==> src/rtl/reorder_buffer.sv <==
// In-order commit buffer: allocates rename tags at dispatch, captures CDB results,
// retires one entry per cycle from the head and flushes on a mispredicted branch.
module reorder_buffer #(
    parameter int DEPTH = 16,
    parameter int TAG_W = 5
) (
    input  logic             clk_in,
    input  logic             rst_in,
    input  logic             rdy_in,
    input  logic             disp_valid,
    input  logic [1:0]       disp_type,
    input  logic [4:0]       disp_rd,
    output logic [TAG_W-1:0] next_tag,
    output logic             full,
    input  logic             cdb_valid,
    input  logic [TAG_W-1:0] cdb_tag,
    input  logic [31:0]      cdb_val,
    input  logic             cdb_mispredict,
    input  logic [31:0]      cdb_next_pc,
    input  logic [TAG_W-1:0] qry1_tag,
    input  logic [TAG_W-1:0] qry2_tag,
    output logic             qry1_ready,
    output logic             qry2_ready,
    output logic [31:0]      qry1_val,
    output logic [31:0]      qry2_val,
    output logic             write_rdy,
    output logic [4:0]       rd,
    output logic [31:0]      write_val,
    output logic [TAG_W-1:0] commit_tag,
    output logic             store_commit,
    output logic             clear,
    output logic [31:0]      redirect_pc
);
    localparam int IW = $clog2(DEPTH);
    localparam logic [1:0] T_STORE  = 2'd1;
    localparam logic [1:0] T_BRANCH = 2'd2;

    logic [IW-1:0]    head, tail;
    logic [IW:0]      count;
    logic [DEPTH-1:0] e_busy, e_ready, e_misp;
    logic [1:0]       e_type [DEPTH];
    logic [4:0]       e_rd   [DEPTH];
    logic [31:0]      e_val  [DEPTH];
    logic [31:0]      e_pc   [DEPTH];

    logic [IW-1:0] cdb_idx, q1_idx, q2_idx;
    logic          cdb_hit, do_alloc, do_commit, do_flush;

    // Tags 1..DEPTH name entries; 0 and anything above DEPTH name no entry.
    function automatic logic tag_ok(input logic [TAG_W-1:0] t);
        return (t != '0) && (t <= TAG_W'(DEPTH));
    endfunction

    assign next_tag  = TAG_W'(tail) + TAG_W'(1);
    assign full      = (count == (IW+1)'(DEPTH));
    assign cdb_idx   = IW'(cdb_tag - TAG_W'(1));
    assign cdb_hit   = cdb_valid && tag_ok(cdb_tag) && e_busy[cdb_idx];
    assign do_alloc  = disp_valid && !full;
    assign do_commit = e_busy[head] && e_ready[head];
    assign do_flush  = do_commit && (e_type[head] == T_BRANCH) && e_misp[head];

    always_comb begin
        q1_idx     = IW'(qry1_tag - TAG_W'(1));
        qry1_ready = 1'b0;
        qry1_val   = '0;
        if (qry1_tag == '0) begin
            qry1_ready = 1'b1;
        end else if (cdb_valid && (cdb_tag == qry1_tag)) begin
            qry1_ready = 1'b1;
            qry1_val   = cdb_val;
        end else if (tag_ok(qry1_tag) && e_busy[q1_idx]) begin
            qry1_ready = e_ready[q1_idx];
            qry1_val   = e_val[q1_idx];
        end
    end

    always_comb begin
        q2_idx     = IW'(qry2_tag - TAG_W'(1));
        qry2_ready = 1'b0;
        qry2_val   = '0;
        if (qry2_tag == '0) begin
            qry2_ready = 1'b1;
        end else if (cdb_valid && (cdb_tag == qry2_tag)) begin
            qry2_ready = 1'b1;
            qry2_val   = cdb_val;
        end else if (tag_ok(qry2_tag) && e_busy[q2_idx]) begin
            qry2_ready = e_ready[q2_idx];
            qry2_val   = e_val[q2_idx];
        end
    end

    always_ff @(posedge clk_in or posedge rst_in) begin
        if (rst_in) begin
            head         <= '0;
            tail         <= '0;
            count        <= '0;
            e_busy       <= '0;
            e_ready      <= '0;
            e_misp       <= '0;
            for (int i = 0; i < DEPTH; i++) begin
                e_type[i] <= '0;
                e_rd[i]   <= '0;
                e_val[i]  <= '0;
                e_pc[i]   <= '0;
            end
            write_rdy    <= 1'b0;
            store_commit <= 1'b0;
            clear        <= 1'b0;
            rd           <= '0;
            write_val    <= '0;
            commit_tag   <= '0;
            redirect_pc  <= '0;
        end else begin
            write_rdy    <= 1'b0;
            store_commit <= 1'b0;
            clear        <= 1'b0;
            // The cycle showing clear is dead: nothing is allocated, captured or retired.
            if (rdy_in && !clear) begin
                if (cdb_hit) begin
                    e_ready[cdb_idx] <= 1'b1;
                    e_val[cdb_idx]   <= cdb_val;
                    if (e_type[cdb_idx] == T_BRANCH) begin
                        e_misp[cdb_idx] <= cdb_mispredict;
                        e_pc[cdb_idx]   <= cdb_next_pc;
                    end
                end
                if (do_alloc) begin
                    e_busy[tail]  <= 1'b1;
                    e_ready[tail] <= 1'b0;
                    e_misp[tail]  <= 1'b0;
                    e_type[tail]  <= disp_type;
                    e_rd[tail]    <= disp_rd;
                    tail          <= tail + IW'(1);
                end
                if (do_commit) begin
                    e_busy[head] <= 1'b0;
                    head         <= head + IW'(1);
                    rd           <= e_rd[head];
                    write_val    <= e_val[head];
                    commit_tag   <= TAG_W'(head) + TAG_W'(1);
                    write_rdy    <= (e_type[head] != T_STORE) && (e_rd[head] != 5'd0);
                    store_commit <= (e_type[head] == T_STORE);
                end
                count <= count + (IW+1)'(do_alloc) - (IW+1)'(do_commit);
                if (do_flush) begin
                    clear       <= 1'b1;
                    redirect_pc <= e_pc[head];
                    e_busy      <= '0;
                    head        <= '0;
                    tail        <= '0;
                    count       <= '0;
                end
            end
        end
    end
endmodule
==> config.mk <==
export PLATFORM = sky130hd
export DESIGN_NAME = reorder_buffer
export DESIGN_NICKNAME = d
export VERILOG_FILES = /design/src/rtl/reorder_buffer.sv
export SDC_FILE = /design/constraint.sdc
export NUM_CORES = 2
export LEC_CHECK = 0
export CAP_MARGIN = 0
export CORE_ASPECT_RATIO = 0.75
export CORE_UTILIZATION = 45
export CTS_CLUSTER_SIZE = 20
export DETAILED_ROUTE_END_ITERATION = 10
export PLACE_DENSITY = 0.63
export SLEW_MARGIN = 0
export SYNTH_ARGS = -nofsm -noshare
export SYNTH_HDL_FRONTEND = slang
export SYNTH_SLANG_ARGS = --single-unit
==> constraint.sdc <==
create_clock -name clk_in -period 52.3 [get_ports clk_in]
set_input_delay 15.69 -clock clk_in [delete_from_list [all_inputs] [get_ports clk_in]]
set_output_delay 15.69 -clock clk_in [all_outputs]
set_load 0.01 [all_outputs]
Word level (Yosys, flattened, before mapping):

Cells that the tools add are included.

* bitwise operators: 12
* div/mod/pow operators: 0
* multipliers: 0
* add/sub/neg operators: 9
* muxes and demuxes: 88
* eq/ne operators: 7
* magnitude comparators: 18
* reductions and logical operators: 37
* shift operators: 0

Operators with widths (count)
* $bwmux 512: 2
* $bmux 32 s4: 4
* $mux 32: 15
* $mux 16: 11
* $demux 32 s4: 1
* $bwmux 80: 1
* $and 16x16->16: 3
* $bmux 1 s4: 8
* $bwmux 32: 1
* $not 16->16: 2
* $or 16x16->16: 2
* $ge 5x5->1 const B: 5
* $lt 4x5->1 const B: 5
* $not 4->5: 5
* $mux 1: 23
* $bmux 5 s4: 1
* $demux 5 s4: 1
* $logic_and 1x1->1: 20
* $mux 5: 4
* $reduce_bool 5->1: 4
* $bmux 2 s4: 2
* $bwmux 16: 1
* $mux 4: 4
* $le 5x5->1 const B: 3
* other kinds (20): 43

* register bits after elaboration: 1274
* memories kept: 0
* memory bits (writable): 0
* bits in latches: 0
* ROM bits: 0

Logic depth before layout (Yosys ltp):

* word-level depth: 11
* gate-level depth with buffers: 20

Worst setup path after synthesis:

No wires, ideal clock.

* path kind: input-to-output
* start: input port qry2_tag[0]
* end: output port qry2_ready
* setup slack: 17565 ps
* stages: 14
* data arrival time: 19045 ps
* required time: 36610 ps
* path buffers: 6
* cells stage by stage: clkbuf_1 -> buf_1 -> buf_1 -> inv_1 -> ha_1 -> clkbuf_1 -> clkbuf_1 -> clkbuf_1 -> mux4_2 -> mux2i_1 -> nor2_1 -> nand2_1 -> o31ai_1 -> a211o_1

* word-level cells in the longest chain between the ends: 7
* elaborated cells between the ends (all ways): 15
* classes of those cells: add/sub (1); order compare (1); eq/ne (1); mux (7); reduce/logical (5)

RTL lines
* start: declaration: RTL line 21 `input logic [TAG_W-1:0] qry2_tag,`
* $sub 4x1->4: RTL line 78 `q2_idx = IW'(qry2_tag - TAG_W'(1));`
* $bmux 1 s4: RTL line 86 `end else if (tag_ok(qry2_tag) && e_busy[q2_idx]) begin`
* $mux 1 (implied by the code): RTL line 86
* $logic_and 1x1->1: RTL line 86
* $mux 1: RTL line 86
* $mux 1: RTL line 83 `end else if (cdb_valid && (cdb_tag == qry2_tag)) begin`
* $mux 1 *: RTL line 81 `if (qry2_tag == '0) begin`
* end: declaration: RTL line 23 `output logic qry2_ready,`

Every way passes the cells marked *; elsewhere a longest branch is shown, timed or not. The select of a mux whose other input is x is not followed.

Worst setup path in the final report:

* start: input port qry2_tag[0]
* end: output port qry2_val[25]

* word-level cells in the longest chain between the ends: 8
* elaborated cells between the ends (all ways): 17
* classes of those cells: add/sub (1); order compare (1); eq/ne (1); mux (8); bitwise (1); reduce/logical (5)

RTL lines
* $sub 4x1->4: RTL line 78
* $not 4->5 (implied by the code): RTL line 88 `qry2_val = e_val[q2_idx];`
* $bmux 32 s4: RTL line 88
* $mux 32 (implied by the code) (2 in a row): RTL line 88
* $mux 32: RTL line 86
* $mux 32: RTL line 83
* $mux 32 *: RTL line 81
* end: declaration: RTL line 25 `output logic [31:0] qry2_val,`

Marked as above.

==> flow_metrics.env <==
export IMPL_fin_skew_ns=0.04105
export IMPL_crit_path_end_kind="output port"
export IMPL_area_growth_pct=12.00
export IMPL_worstPathArrival_ns=20.50
export IMPL_critPathLaunchType="input pin"
export IMPL_place_congestion=0.8199
export IMPL_synth_flop_cell="dfrtp_1"
export IMPL_dr_wl_met2_um=89210
export IMPL_final_core_util=0.5085
export IMPL_cts_tree="yes"
export IMPL_synth_edf_count=0
export IMPL_clk_pin_slew_ns=0.06
export IMPL_grt_use_total=0.2557
export IMPL_hold_class="register to register"
export IMPL_wl_per_cell_um=29.03
export IMPL_io_pins=241
export IMPL_cts_hold_buf=0
export IMPL_critPathMaxFanout=69
export IMPL_numCtsBuffers=137
export IMPL_drive_gt1_frac=0.4599
export IMPL_wl_met3_um=13350
export IMPL_maxCapViolations=0
export IMPL_cts_setup_buffers=0
export IMPL_cts_sinks=1274
export IMPL_synth_cell_types=75
export IMPL_seq_area_um2=31900
export IMPL_drv_slew=0
export IMPL_placementRows=123
export IMPL_violations="DRC"
export IMPL_synth_avg_cell_area_um2=15.12
export IMPL_leakagePower_uw=0.03462
export IMPL_multi_input_area_um2=34120
export IMPL_final_common_cell="dfrtp_1"
export IMPL_yosysSeqAreaShare=0.4680
export IMPL_die_h_um=339.0
export IMPL_rsz0062_at_grt="false"
export IMPL_fin_tns_setup_ns=0
export IMPL_max_freq_ghz=0.02763
export IMPL_status="finished, violations left"
export IMPL_core_um2=150100
export IMPL_dieArea_um2=153000
export IMPL_num_fill_cells=12450
export IMPL_drc=28
export IMPL_tightestPinTransition_ns=1.277
export IMPL_cts_path_max_buffers=3
export IMPL_wirelength_um=192500
export IMPL_firstDrtPassIters=9
export IMPL_grt_max_degree=166
export IMPL_max_slew_margin_rel=0.1456
export IMPL_finalHoldViolations=0
export IMPL_top_layer="met4"
export IMPL_ant_nets=0
export IMPL_syn_area_um2=68130
export IMPL_layout_common_cells="dfrtp_1, mux2_2, mux4_2"
export IMPL_fin_nets=4633
export IMPL_dp_hpwl_um=107700
export IMPL_cts_resized=0
export IMPL_grt_pass1_vias=42680
export IMPL_fin_crit_ns=36.19
export IMPL_ctsRootBufferMaster="clkbuf_16"
export IMPL_ys_async_sr_fraction=1.000
export IMPL_ys_warn_count=0
export IMPL_antenna_found_initial=15
export IMPL_met1_length_um=84970
export IMPL_die_x_um=451.3
export IMPL_ys_ff_latch=1274
export IMPL_vias_per_cell=6.239
export IMPL_fin_crit_sh=0.6920
export IMPL_grt_pass1_wl_um=292000
export IMPL_clk_latency_ns=0.80
export IMPL_port_buffers=240
export IMPL_setup_viol=0
export IMPL_start_util=0.4540
export IMPL_p_per_area_nw_per_um2=42.83
export IMPL_syn_inst=4505
export IMPL_ir_drop_v=0.00004931
export IMPL_vias=41360
export IMPL_required_ns=36.61
export IMPL_critPathKind="input pin to output port"
export IMPL_htreeDepth=4
export IMPL_drt_initial_drc_count=3939
export IMPL_synthesis_nets=4622
export IMPL_grt_ovfl_total=0
[path summary, 6_finish.rpt]
check                      slack, ns           from               to  cells after the start
max                            16.11    qry2_tag[0]     qry2_val[25]                     10
max reg2reg                    46.67        head[1]  redirect_pc[18]                      8
min reg2reg                     0.47  write_val[29]    write_val[29]                      2
max in group asynchronous      33.21         rst_in       e_val[464]                      6
min in group asynchronous      15.44         rst_in   redirect_pc[1]                      2
min                             0.47  write_val[29]    write_val[29]                      2
[worst max-delay path, cell delays in order]
cell and delay (ns):
buf_8 0.46, inv_1 0.22, ha_4 1.09, mux4_2 0.39
mux2i_1 0.13, mux2i_1 0.24, nand3b_1 0.62, nand2b_1 0.38
a21oi_1 0.44, clkdlybuf4s50_1 0.66
[cell usage after synthesis, drive strengths merged, types with 2 or more instances]
master | count | area [µm²]
mux2i | 26 | 260.3
nor2b | 14 | 87.58
a211oi | 2 | 25.02
nor2 | 52 | 205.2
a22oi | 3 | 22.52
or3 | 15 | 93.84
a22o | 4 | 35.03
dfrtp | 1274 | 31880
o22ai | 3 | 25.02
nand2b | 70 | 437.9
nor3 | 11 | 71.32
nor3b | 5 | 37.54
and3 | 6 | 37.54
a211o | 2 | 17.52
o31ai | 5 | 37.54
inv | 45 | 168.9
clkbuf | 194 | 728.2
o41ai | 2 | 36.29
mux2 | 1084 | 12860
and2 | 8 | 50.05
o311a | 3 | 30.03
nor4 | 6 | 88.83
nand2 | 470 | 1764
or4 | 6 | 60.05
o21ai | 20 | 107.6
o22a | 11 | 96.34
mux4 | 701 | 15790
nand3b | 10 | 75.07
buf | 241 | 1455
nand4 | 4 | 37.53
nand3 | 32 | 210.2
ha | 24 | 300.3
a21boi | 4 | 30.03
a221oi | 4 | 35.03
xor2 | 14 | 122.6
a21oi | 103 | 515.5
xnor2 | 9 | 93.84
o211a | 2 | 20.02
[through the flow]
stage	power [µW]	setup slack [ns]	hold slack [ns]	cell area, µm²	cells
floorplan	1970	0.7053	0.4405	68130	4505
global placement	2253	16.06	0.4536	71680	6377
detailed placement	2272	16.09	0.4585	71680	6377
CTS	3290	16.08	0.4735	76280	6621
global route	3415	16.00	0.4950	76300	6628
finish	3268	16.11	0.4729	76300	6629
[power breakdown]
group	internal, µW	switching, µW	leakage [µW]
Sequential	1160	154	0.0173
Clock	583	427	0.00226
Combinational	495	454	0.0151
Total	2230	1030	0.0346
[layout make-up]
cell class	instances	share of cell area
Sequential cell	1274	0.4180
Inverter	45	0.002312
Tap cell	2000	0.03280
Timing Repair Buffer	307	0.03919
Clock inverter	59	0.01010
Clock buffer	185	0.05019
Antenna cell	8	0.0002624
Multi-Input combinational cell	2751	0.4471
[cell families after synthesis]
family,Yosys count,share of synthesized area
flip-flops,1274,0.4680
AO/OA/AOI/OAI,179,0.01693
multiplexers,1811,0.4243
XOR/XNOR,23,0.003177
adder cells (fa/ha/maj),25,0.004702
buffers and inverters,480,0.03453
AND/OR/NAND/NOR,713,0.04836
[routing by layer]
layer / vias up / global-route usage
li1: 17040 / -
met1: 22460 / 0.3742
met2: 1564 / 0.3882
met3: 288 / 0.04841
met4: 0 / 0.07568
met5: - / 0
[sequential cells by signal, summed over array words and instances, names as in the netlist, 4 cells and up]
name,flops
e_busy,16
e_type,32
count,5
e_rd,80
e_misp,16
write_val,32
head,4
rd,5
commit_tag,5
e_val,512
e_ready,16
redirect_pc,32
tail,4
e_pc,512
No activity file was read; power rests on OpenSTA's default activity.
